--- src/rtl/freeze_ctrl.sv ---
// Pipeline freeze controller: per-channel IDLE/WAIT request trackers drive one global freeze_stall.
// Define FREEZE_PERF_EN to build the frozen-cycle performance counter; otherwise freeze_cycles is tied to 0.
module freeze_ctrl #(
  parameter int NUM_PORTS      = 2,
  parameter int CNT_W          = 8,
  parameter int TIMEOUT_CYCLES = 200
) (
  input  logic                       clk,
  input  logic                       rst,
  input  logic [NUM_PORTS-1:0]       req,
  input  logic [NUM_PORTS-1:0]       resp,
  output logic                       freeze_stall,
  output logic [NUM_PORTS-1:0]       pending,
  output logic [NUM_PORTS-1:0]       timeout,
  output logic [NUM_PORTS*CNT_W-1:0] wait_cnt,
  output logic [31:0]                freeze_cycles
);

  localparam logic [0:0]       ST_IDLE     = 1'b0;
  localparam logic [0:0]       ST_WAIT     = 1'b1;
  localparam logic [CNT_W-1:0] TIMEOUT_VAL = CNT_W'(TIMEOUT_CYCLES);
  localparam logic [CNT_W-1:0] CNT_MAX     = '1;

  function automatic logic [CNT_W-1:0] sat_inc(input logic [CNT_W-1:0] v);
    return (v == CNT_MAX) ? v : v + CNT_W'(1);
  endfunction

  logic [NUM_PORTS-1:0] w_stall_ch;

  for (genvar g = 0; g < NUM_PORTS; g++) begin : g_ch
    logic [0:0]       r_state;
    logic [0:0]       w_state_nxt;
    logic [CNT_W-1:0] r_cnt;
    logic [CNT_W-1:0] w_cnt_nxt;
    logic             r_timeout;
    logic             w_timeout_nxt;

    // A request that completes in WAIT is not re-accepted in the same cycle.
    always_comb begin
      w_state_nxt   = r_state;
      w_cnt_nxt     = r_cnt;
      w_timeout_nxt = r_timeout;
      case (r_state)
        ST_IDLE: begin
          if (req[g] && !resp[g]) begin
            w_state_nxt = ST_WAIT;
            w_cnt_nxt   = CNT_W'(1);
          end
        end
        default: begin
          if (resp[g]) begin
            w_state_nxt   = ST_IDLE;
            w_cnt_nxt     = '0;
            w_timeout_nxt = 1'b0;
          end else begin
            w_cnt_nxt = sat_inc(r_cnt);
          end
        end
      endcase
      if (w_state_nxt == ST_WAIT && w_cnt_nxt == TIMEOUT_VAL) begin
        w_timeout_nxt = 1'b1;
      end
    end

    always_ff @(posedge clk) begin
      if (rst) begin
        r_state   <= ST_IDLE;
        r_cnt     <= '0;
        r_timeout <= 1'b0;
      end else begin
        r_state   <= w_state_nxt;
        r_cnt     <= w_cnt_nxt;
        r_timeout <= w_timeout_nxt;
      end
    end

    // Same-cycle stall: a missing response freezes immediately, no added latency.
    assign w_stall_ch[g]                = ~resp[g] & (req[g] | (r_state == ST_WAIT));
    assign pending[g]                   = (r_state == ST_WAIT);
    assign timeout[g]                   = r_timeout;
    assign wait_cnt[g*CNT_W +: CNT_W]   = r_cnt;
  end

  assign freeze_stall = ~rst & (|w_stall_ch);

`ifdef FREEZE_PERF_EN
  logic [31:0] r_freeze_cycles;

  always_ff @(posedge clk) begin
    if (rst) begin
      r_freeze_cycles <= '0;
    end else if (freeze_stall) begin
      r_freeze_cycles <= r_freeze_cycles + 32'd1;
    end
  end

  assign freeze_cycles = r_freeze_cycles;
`else
  assign freeze_cycles = '0;
`endif

endmodule

--- config.mk ---
export PLATFORM = sky130hd
export DESIGN_NAME = freeze_ctrl
export DESIGN_NICKNAME = d
export VERILOG_FILES = /design/src/rtl/freeze_ctrl.sv
export SDC_FILE = /design/constraint.sdc
export NUM_CORES = 1
export LEC_CHECK = 0
export ABC_AREA = 1
export CORE_AREA = 2 2 57 69
export DETAILED_ROUTE_END_ITERATION = 10
export DIE_AREA = 0 0 59 71
export HOLD_SLACK_MARGIN = 0.06
export PLACE_DENSITY = 0.77
export SETUP_SLACK_MARGIN = 0.05
export SYNTH_ARGS = -nofsm -noshare
export SYNTH_HDL_FRONTEND = slang
export SYNTH_SLANG_ARGS = --single-unit
--- constraint.sdc ---
create_clock -name clk -period 1.6 [get_ports clk]
set_input_delay 0.32 -clock clk [delete_from_list [all_inputs] [get_ports clk]]
set_output_delay 0.32 -clock clk [all_outputs]
set_load 0.05 [all_outputs]
==> reports/metrics.yaml <==
criticalPathCategory: "register to register"
syn_area_mm2: 0.001490
ctsHtreeMaxLevel: 1
reg2reg_from: "g_ch[1].r_cnt[0]"
synth_top_family_by_area: "simple AND/OR/NAND/NOR gates"
grt_pass1_vias: 1501
final_cell_mix: "buf_4 (45), nand2_1 (41), nor2_1 (40)"
dieHeight_um: 71
postRouteAntennaNets: 0
clock_path_buffers: 2
path_cells: "buf_4 > nand3_2 > o21ai_0 > nand3_1 > a21oi_2 > nand2_1 > nor2_1 > nand2_1 > a21oi_2"
synth-seq-cells: 20
critPathLaunch: "g_ch[1].r_cnt[0]"
cts_root_buf: "clkbuf_8"
ioPinCount: 59
synthToLayoutAreaGrowth_pct: 41.48
core-area_mm2: 0.003543
grt_max_degree: 12
finClkSkew_ns: 0.001450
antenna_found_initial: 0
netlist_instances: 239
diodes: 0
dp.cells: 324
maxCapViolations: 0
worstPathMaxFanout: 5
layout_commonest_cell: "buf_4"
fmax_mhz: 652.4
port_buffers: 26
dr.pass1.iters: 4
yosysSeqAreaShare: 0.2687
grtUsageTotal: 0.1893
synth_cell_types: 23
die_area_mm2: 0.004189
rsz0062_at_grt: "true"
initial_utilization: 0.4206
clk_latency_ns: 0.26
cellLeakagePower_nw: 0.9638
crit_slowest_cell: "dfxtp_4"
place_hpwl_mm: 2.758
period_needed_ns: 1.533
pre_cts_ws_ns: -0.2154
gr-total-overflow: 0
cts_hold_buf: 0
power.total_mw: 1.198
yosys.area_share.adder: 0.01679
syn_avg_cell_area_um2: 6.235
num-fill-cells: 347
finalHoldViolCount: 0
crit_required_ns: 1.80
clock_sinks: 20
cts.clk_slew.worst_paths_ns: 0.07
peakVddDrop_v: 0.0004350
synth-xor-area-share: 0
synth_compound_area_frac: 0.1134
vias: 1593
crit_arrival_ns: 1.73
grt_first_pass_wirelength_mm: 6.196
hold_path.class: "input port to register"
synthMuxAreaShare: 0
placed_area_mm2: 0.001918
fin_area_mm2: 0.002108
cts_made_buffers: 3
worst_slack_ns: 0.06714
cts_tree: "built"
post-route-period-util: 0.9580
wirelength_mm: 3.827
nNetsFinal: 304
rows: 24
drv_slew: 0
setup_violations: 0
wire_per_inst_um: 11.49
yosys_warnings: 0
first_iter_violations: 90
drive_above_1_share: 0.3639
min_from: "rst"
finalNonFillerCells: 333
critPathLaunchType: "register"
status: "finished clean"
viasPerCell: 4.784
p_per_area_mw_per_mm2: 568.2
crit_path_end_kind: "register"
critPathMaxStageDelay_ns: 0.37
synth-simple-area-share: 0.3417
die_w_um: 59
gp_congestion: 0.8791
route.detailed.drc: 0
-- where the power goes --
group | switching (mW) | internal [mW]
registers | 0.0100 | 0.502
logic | 0.273 | 0.0845
clock network | 0.161 | 0.168
total | 0.444 | 0.754
-- critical path: cells and delay by family (launching register included) --
| family | cells | cell delay [ns] |
|---|---|---|
| AOI/OAI and AO/OA | 3 | 0.49 |
| buffers and inverters | 1 | 0.13 |
| DFF | 1 | 0.37 |
| and+or+nand+nor | 5 | 0.49 |
-- what timing repair did --
action | CTS | global route
setup buffers | 6 | 0
resized for setup | 26 | 10
pin swaps | 5 | 3
endpoints found under the setup margin | 3 | 7
-- final cells by class --
| class | instances | area [um^2] | share of cell area |
|---|---|---|---|
| timing repair buffer | 59 | 556.8 | 0.2641 |
| clock buffer | 3 | 41.29 | 0.01958 |
| multi-input combinational | 184 | 924.6 | 0.4386 |
| inverter | 28 | 105.1 | 0.04985 |
| tap | 39 | 48.80 | 0.02315 |
| sequential | 20 | 431.7 | 0.2047 |
-- path summary, 6_finish.rpt --
kind,cells after the start,slack [ns],end
worst max-delay path,9,0.07,g_ch[1].r_timeout
worst min-delay path,2,0.48,g_ch[1].r_state
worst max register to register,9,0.07,g_ch[1].r_timeout
worst min register to register,2,0.51,g_ch[1].r_timeout
-- synth_stat cells --
| master | n | area, um^2 |
|---|---|---|
| buf_4 | 36 | 270.3 |
| inv_1 | 25 | 93.84 |
| nand3b_1 | 1 | 7.510 |
| a21boi_1 | 1 | 7.510 |
| inv_2 | 3 | 11.26 |
| nand4_1 | 1 | 6.260 |
| clkbuf_1 | 2 | 7.510 |
| nand2_2 | 2 | 12.51 |
| nor2_2 | 2 | 12.51 |
| dfxtp_1 | 20 | 400.4 |
| o21ai_0 | 7 | 35.03 |
| or2_2 | 1 | 6.260 |
| nand3_1 | 19 | 95.09 |
| conb_1 | 1 | 3.750 |
| nor2_4 | 3 | 33.78 |
| nor2_1 | 41 | 153.9 |
| o21ai_1 | 2 | 10.01 |
| a22oi_1 | 1 | 7.510 |
| a21oi_2 | 1 | 8.760 |
| nand2_1 | 47 | 176.4 |
| nor3_1 | 1 | 5.000 |
| a21oi_1 | 20 | 100.1 |
| ha_1 | 2 | 25.02 |
-- flip-flops by register name, summed over array words and instances, names as in the netlist --
| signal | flops |
|---|---|
| g_ch.r_cnt | 16 |
| g_ch.r_state | 2 |
| g_ch.r_timeout | 2 |
-- per-stage QoR --
stage                     hold WS (ns)  utilization  TNS (ns)
after floorplan                 0.3967            -         0
after global placement          0.4746       0.5413   -0.9741
after detailed placement        0.4715       0.5413    -1.218
after CTS                       0.4641       0.5855         0
after global routing            0.5108       0.5950  -0.09040
final                           0.4838       0.5950         0
-- routing by layer --
metal	share of wire	track usage	wire length (um)
met1	0.37	0.1932	1405
met2	0.57	0.3716	2187
met3	0.041	0.02377	156
met4	0.020	0.07323	78
met5	0	0	0
-- cell families (layout without fill, tap and decap cells) --
logic type               after synthesis  after routing
AND/OR/NAND/NOR                      118            118
AO/OA/AOI/OAI                         32             32
adder cells (fa/ha/maj)                2              2
buffers and inverters                 66             90
flip-flops                            20             20
other                                  1             32
(Power assumes the default switching activity.)
